## src/rtl/spi_master_cfg.sv

```systemverilog
// SPI master with per-transfer mode (CPOL/CPHA) and bit order, latched at accept.
// One word per transfer; sclk half-period is CLK_DIV clk cycles.
module spi_master_cfg #(
  parameter int unsigned DATA_W  = 12,
  parameter int unsigned CLK_DIV = 4
) (
  input  logic              clk,
  input  logic              rst,
  input  logic              newd,
  input  logic [DATA_W-1:0] din,
  input  logic [1:0]        mode,
  input  logic              lsb_first,
  input  logic              miso,
  output logic              sclk,
  output logic              cs,
  output logic              mosi,
  output logic [DATA_W-1:0] dout,
  output logic              done,
  output logic              busy
);

  localparam int unsigned EdgeW = $clog2(2 * DATA_W + 2);
  localparam int unsigned DivW  = (CLK_DIV > 1) ? $clog2(CLK_DIV) : 1;
  localparam logic [EdgeW-1:0] LastEdge = EdgeW'(2 * DATA_W);
  localparam logic [DivW-1:0]  DivMax   = DivW'(CLK_DIV - 1);

  typedef enum logic [1:0] {StIdle, StXfer, StDone} state_e;

  state_e            state;
  logic              cpol, cpha, lsb;
  logic [DATA_W-1:0] tx, rx;
  logic [DivW-1:0]   div_cnt;
  logic [EdgeW-1:0]  edge_cnt;

  logic              tick;
  logic [EdgeW-1:0]  edge_nxt;
  logic              first_bit, tx_bit, sample;
  logic [DATA_W-1:0] din_shift, tx_shift, rx_shift;

  assign tick      = (div_cnt == DivMax);
  assign edge_nxt  = edge_cnt + 1'b1;
  assign first_bit = lsb_first ? din[0] : din[DATA_W-1];
  assign din_shift = lsb_first ? {1'b0, din[DATA_W-1:1]} : {din[DATA_W-2:0], 1'b0};
  assign tx_bit    = lsb ? tx[0] : tx[DATA_W-1];
  assign tx_shift  = lsb ? {1'b0, tx[DATA_W-1:1]} : {tx[DATA_W-2:0], 1'b0};
  assign rx_shift  = lsb ? {miso, rx[DATA_W-1:1]} : {rx[DATA_W-2:0], miso};
  // CPHA=0 samples on odd edges, CPHA=1 on even edges
  assign sample    = edge_nxt[0] ^ cpha;

  always_ff @(posedge clk) begin
    if (rst) begin
      state    <= StIdle;
      cs       <= 1'b1;
      sclk     <= 1'b0;
      mosi     <= 1'b0;
      done     <= 1'b0;
      busy     <= 1'b0;
      dout     <= '0;
      cpol     <= 1'b0;
      cpha     <= 1'b0;
      lsb      <= 1'b0;
      tx       <= '0;
      rx       <= '0;
      div_cnt  <= '0;
      edge_cnt <= '0;
    end else begin
      done <= 1'b0;
      unique case (state)
        StIdle: begin
          if (newd) begin
            state    <= StXfer;
            cs       <= 1'b0;
            busy     <= 1'b1;
            cpol     <= mode[1];
            cpha     <= mode[0];
            lsb      <= lsb_first;
            sclk     <= mode[1];
            div_cnt  <= '0;
            edge_cnt <= '0;
            rx       <= '0;
            if (mode[0]) begin
              mosi <= 1'b0;
              tx   <= din;
            end else begin
              mosi <= first_bit;
              tx   <= din_shift;
            end
          end
        end
        StXfer: begin
          div_cnt <= tick ? '0 : div_cnt + 1'b1;
          if (tick) begin
            edge_cnt <= edge_nxt;
            if (edge_nxt > LastEdge) begin
              // Final half-period elapsed: close the frame
              state <= StDone;
              cs    <= 1'b1;
              busy  <= 1'b0;
              done  <= 1'b1;
              dout  <= rx;
              mosi  <= 1'b0;
              sclk  <= cpol;
            end else begin
              sclk <= ~sclk;
              if (sample) begin
                rx <= rx_shift;
              end else if (cpha || (edge_nxt != LastEdge)) begin
                mosi <= tx_bit;
                tx   <= tx_shift;
              end
            end
          end
        end
        StDone: state <= StIdle;
        default: state <= StIdle;
      endcase
    end
  end

endmodule
```

## config.mk

```make
export PLATFORM = sky130hd
export DESIGN_NAME = spi_master_cfg
export DESIGN_NICKNAME = d
export VERILOG_FILES = /design/src/rtl/spi_master_cfg.sv
export SDC_FILE = /design/constraint.sdc
export NUM_CORES = 1
export LEC_CHECK = 0
export ABC_AREA = 1
export BUFFER_PORTS_ARGS = -buffer_cell sky130_fd_sc_hd__buf_2
export CAP_MARGIN = 10
export CORE_MARGIN = 2
export CORE_UTILIZATION = 58
export CTS_CLUSTER_DIAMETER = 60
export DETAILED_ROUTE_END_ITERATION = 8
export PLACE_DENSITY = 0.91
export SETUP_SLACK_MARGIN = 0.3
export SLEW_MARGIN = 20
export SYNTH_ARGS = -nofsm -noshare
export SYNTH_HDL_FRONTEND = slang
export SYNTH_SLANG_ARGS = --single-unit
```

## constraint.sdc

```tcl
create_clock -name clk -period 2.4 [get_ports clk]
set_clock_uncertainty 0.2 [all_clocks]
set_input_delay 0.72 -clock clk [delete_from_list [all_inputs] [get_ports clk]]
set_output_delay 0.72 -clock clk [all_outputs]
set_load 0.03 [all_outputs]
```

; Yosys cells after proc, flatten, opt, wreduce, memory -nomap -nowiden
; Cells that the tools add are included.
[op_classes]
add_sub_neg = 2
order_cmp = 1
n_eq_ne = 12
mux = 47
bitwise = 4
n_reduce_logical = 13
[op_table]
columns = cell, n
row1 = $mux W12, 13
row2 = $pmux W12 S2, 2
row3 = $mux W1, 18
row4 = $ne A2 B2 Y1 const B, 7
row5 = $mux W2, 5
row6 = $mux W5, 2
row7 = $pmux W5 S2, 1
row8 = $reduce_and A5 Y1, 2
row9 = $reduce_and A3 Y1, 3
row10 = $pmux W1 S2, 4
row11 = $pmux W2 S2, 2
row12 = $ne A3 B3 Y1 const B, 2
row13 = $reduce_and A6 Y1, 1
row14 = $add A5 B1 Y5 const B, 1
row15 = $gt A5 B5 Y1 const B, 1
row16 = $ne A5 B5 Y1 const B, 1
row17 = $reduce_and A2 Y1, 2
row18 = $reduce_and A4 Y1, 1
row19 = $not A1 Y1, 3
row20 = $reduce_or A3 Y1, 1
row21 = $add A2 B1 Y2 const B, 1
row22 = $eq A2 B1 Y1 const B, 1
row23 = $eq A2 B2 Y1 const B, 1
row24 = $logic_not A2 Y1, 1
row25 = 3 further kinds, 3
[word_totals]
reg_bits = 53
input_bits = 19
elab_cells = 93

; Longest topological paths before layout
[logic_depth]
depth_word = 8
ltp_mapped = 13
mapped_depth_nobuf = 12

; Worst setup path before layout
; Ideal clock, no wire load.
[synth_path]
path_type = register to register
from = reg edge_cnt[0]
to = reg rx[0]
arrival_time_ns = 1.605
path_slack_ns = 0.482
stages_incl_launch_ff = 13
path_buffers = 2
synth_period_minus_slack_ns = 1.918
path_cell_list = dfxtp_1 > ha_1 > inv_1 > nand2_1 > nand2_2 > nor2_4 > nor2_2 > nand2_4 > buf_6 > nand3_4 > buf_6 > a21oi_1 > nor2_1
[synth_via]
elab_chain_cells = 4
word_cells_on_any_way = 6
cone_classes = add/sub: 1 / order compare: 1 / eq/ne: 2 / bitwise: 1 / reduce/logical: 1
[synth_lines]
columns = item, line_no
row1 = start: declaration, 33  ; logic [EdgeW-1:0] edge_cnt;
row2 = start signal: assignment, 93  ; edge_cnt <= edge_nxt;
row3 = $add A5 B1 Y5 *, 41  ; assign edge_nxt = edge_cnt + 1'b1;
row4 = $gt A5 B5 Y1 / $xor A1 B1 Y1 (equally long branches), "94, 48"
row5 = $ne A2 B2 Y1 (no line), --
row6 = $reduce_and A5 Y1 (no line) *, --
row7 = end signal: assignment, 106  ; rx <= rx_shift;
row8 = end: declaration, 31  ; logic [DATA_W-1:0] tx, rx;
; Mark *: on every way between the ends. The rest lies on a longest branch, timed or not.
; A chain may end at the register's enable or synchronous reset.

; Worst setup path after layout
[layout_path]
from = reg edge_cnt[0]
to = reg tx[9]
[layout_via]
elab_chain_cells = 5
word_cells_on_any_way = 9
cone_classes = add/sub: 1 / order compare: 1 / eq/ne: 4 / bitwise: 1 / reduce/logical: 2
[layout_lines]
columns = item, line_no
row1 = $add A5 B1 Y5 *, 41
row2 = "parallel branches: the longest is 3 deep, another holds $gt A5 B5 Y1", --
row3 = $reduce_and A6 Y1 (no line) *, --
row4 = end signal: assignment, 83  ; tx <= din;
row5 = end signal: assignment, 86  ; tx <= din_shift;
row6 = end signal: assignment, 109  ; tx <= tx_shift;
row7 = end: declaration, 31
; Every way passes the cells marked *.

==> flow_summary.yaml <==
status:
  status: "complete, no violations"
synthesis:
  ys_seq_area_share_pct: 34.9
  syn_inst: 478
  yosysWarnings: 0
  yosys.area.top_type: "dfxtp_1"
  synthXorXnorAreaFrac_pct: 0.288
  avgSynthCellArea_sq_um: 6.37
  synth_fa_ha_area_share_pct: 1.23
  synth_mux_area_share_pct: 0
  syn_area_sq_mm: 0.00304
  synth_top_area_share_pct: 34.9
  synth_top_family_by_area: "simple AND/OR/NAND/NOR gates"
  yosys-top-cells-area: "dfxtp_1 (35%), nand2_1 (16%), nor2_1 (8.5%), a21oi_1 (6.6%), inv_1 (6.3%)"
  synth-compound-area-share_pct: 14.1
  ys_ff_latch: 53
  yosysUniqueCellTypes: 26
  synthSimpleGateAreaFrac_pct: 37.2
  syn-num-nets: 500
place:
  portBuffers: 35
  dp_hpwl_microns: 4960
  post_dp_cell_area_sq_mm: 0.00322
  gp_congestion: 0.862
layout:
  regArea_sq_mm: 0.00107
  drive_gt1_share_pct: 16.3
  multi_input_area_sq_mm: 0.00165
  fillers: 448
  n_antenna_cell: 0
  fin_nets: 531
  area_growth_pct: 11.8
  design_area_sq_mm: 0.00340
die:
  pin_count: 36
  die_h_microns: 76.4
  core.rowCount: 26
  coreArea_sq_mm: 0.00507
  initial_core_util_pct: 60.0
  dieWidth_microns: 76.4
  dieArea_sq_mm: 0.00584
sta:
  period_minus_slack_ps: 2000
  timing.final.crit_share_pct: 83.4
  max_freq_mhz: 499
  rsz0062_at_grt: "false"
  relSlewSlack_pct: 57.2
  worst_pin_slew_ps: 640
  hold_ws_ps: 267
  tns_ps: 0
  hold_violations: 0
  setup_violations: 0
  drv_slew: 0
pwr:
  static-leakage-power_nw: 1.65
  powerDensity_mw_per_mm2: 553
  vdd_drop_max_mv: 0.384
worst_setup_path:
  cp-start-kind: "flip-flop"
  required_ps: 2420
  crit_path_max_fanout: 13
  end_kind: "flip-flop"
  crit_arrival_ps: 2020
  path_class: "reg2reg"
global_route:
  grt_pass1_wl_microns: 12200
  grt_max_degree: 31
  gr-total-overflow: 0
  grt_usage_pct: 24.7
  grt_pass1_vias: 2780
  antenna_found_initial: 0
clocking:
  cts_buffers: 5
  h-tree-depth: 2
  clockBufferDepth: 2
  clk_pin_slew_worst_paths_ps: 90
  clk_latency_ps: 310
  cts_tree: "done"
  clock_sinks: 53
  clk_root_buffer_cell: "clkbuf_8"
routing:
  drt_pass1_iterations: 5
  wl_per_cell_microns: 12.8
  drcViolationCount: 0
  drtIter0Drc: 293
  ant_nets: 0
  totalWireLength_microns: 7410
  vias: 3157
  viasPerCell: 5.44
job:
  cap_violations: 0
hold_path:
  hold_class: "reg2reg"
[layer usage]
| layer | vias up | routed length, microns | global-route usage (%) |
|---|---|---|---|
| li1 | 1580 | - | - |
| met1 | 1420 | 3160 | 31.4 |
| met2 | 147 | 3530 | 42.0 |
| met3 | 10 | 623 | 5.57 |
| met4 | 0 | 104 | 7.27 |
| met5 | - | 0 | 0 |
[through the flow]
| step | worst slack, ps | power [mW] | std cells | util, % |
|---|---|---|---|---|
| 6_report | 398 | 1.88 | 580 | 67.0 |
| 5_1_grt | 275 | 1.99 | 580 | 67.0 |
| 4_1_cts | 326 | 1.88 | 573 | 65.5 |
| 3_5_place_dp | 119 | 1.40 | 565 | 63.4 |
| 3_3_place_gp | 212 | 1.39 | 565 | 63.4 |
| 2_1_floorplan | 482 | 1.31 | 478 | - |
[cell type report]
cell class | instances | area share [%]
clock buffer | 7 | 2.24
clock inverter | 1 | 0.221
inverter | 56 | 6.25
multi-input combinational | 342 | 48.4
sequential | 53 | 31.5
tap | 70 | 2.57
timing repair buffer | 51 | 8.79
[registers in the layout (all words and copies together), names as in the netlist]
name / cells
dout: 12
state: 2
lsb: 1
edge_cnt: 5
rx: 12
cpol: 1
div_cnt: 2
cpha: 1
cs: 1
tx: 12
mosi: 1
busy: 1
sclk: 1
done: 1
[final timing paths]
path | slack (ps) | from | end | depth (start not counted)
max | 400 | edge_cnt[0] | tx[9] | 12
min | 270 | busy | busy | 2
max reg2reg | 400 | edge_cnt[0] | tx[9] | 12
min reg2reg | 270 | busy | busy | 2
[cells by family (layout without fill, tap and decap cells)]
family                     Yosys count  in the layout
DFF                                 53             53
xor gates and xnor gates             1              1
and+or+nand+nor                    257            258
adders and majority gates            3              3
AOI/OAI and AO/OA                   80             80
buffers and inverters               84            115
[where the power goes]
part | total [mW] | switching, mW | internal, mW | leakage (nW)
Clock | 0.490 | 0.283 | 0.207 | 0.0385
Combinational | 0.430 | 0.282 | 0.148 | 1.18
Sequential | 0.963 | 0.0309 | 0.932 | 0.436
Total | 1.88 | 0.595 | 1.29 | 1.65
[timing repair]
action | 4_1_cts | 5_1_grt
endpoints found under the setup margin | 39 | 33
endpoints found under the hold margin | 0 | 0
hold buffers | 0 | 0
gates cloned | 0 | 1
setup buffers | 0 | 6
resized for setup | 6 | 8
pin swaps | 0 | 4
[worst max-delay path: stages (launching register included)]
cell and delay, ps:
dfxtp_4 410, ha_4 170, inv_1 40, nand2_1 80, nand2_2 80, nor2_4 130
nand2_1 80, nor2_1 190, inv_2 160, nand3_4 170, nand2_1 70, inv_1 60
nor2_1 40
[layout by cell type (no fill, tap or decap), drive strengths merged, types with 7 or more instances in the layout]
| cell | count |
|---|---|
| a21oi | 40 |
| buf | 51 |
| clkbuf | 7 |
| dfxtp | 53 |
| inv | 55 |
| nand2 | 135 |
| nand3 | 23 |
| nand4 | 20 |
| nor2 | 75 |
| o211ai | 10 |
| o21ai | 28 |
[cell usage after synthesis]
cell	number
or2_1	1
nand3_4	2
o21ai_0	28
clkinv_1	1
nand2_4	1
nand2_1	130
dfxtp_1	53
inv_2	4
nor2_2	3
nand3_1	19
clkbuf_1	10
a21oi_1	40
o211ai_1	10
nand3_2	2
buf_2	12
o21bai_1	1
nand2_2	3
nand4_1	20
nor2_4	3
o21a_1	1
inv_1	51
nor2_1	69
ha_1	3
nor3_1	4
xnor2_1	1
buf_6	6
Power figures use the tool's default switching activity.
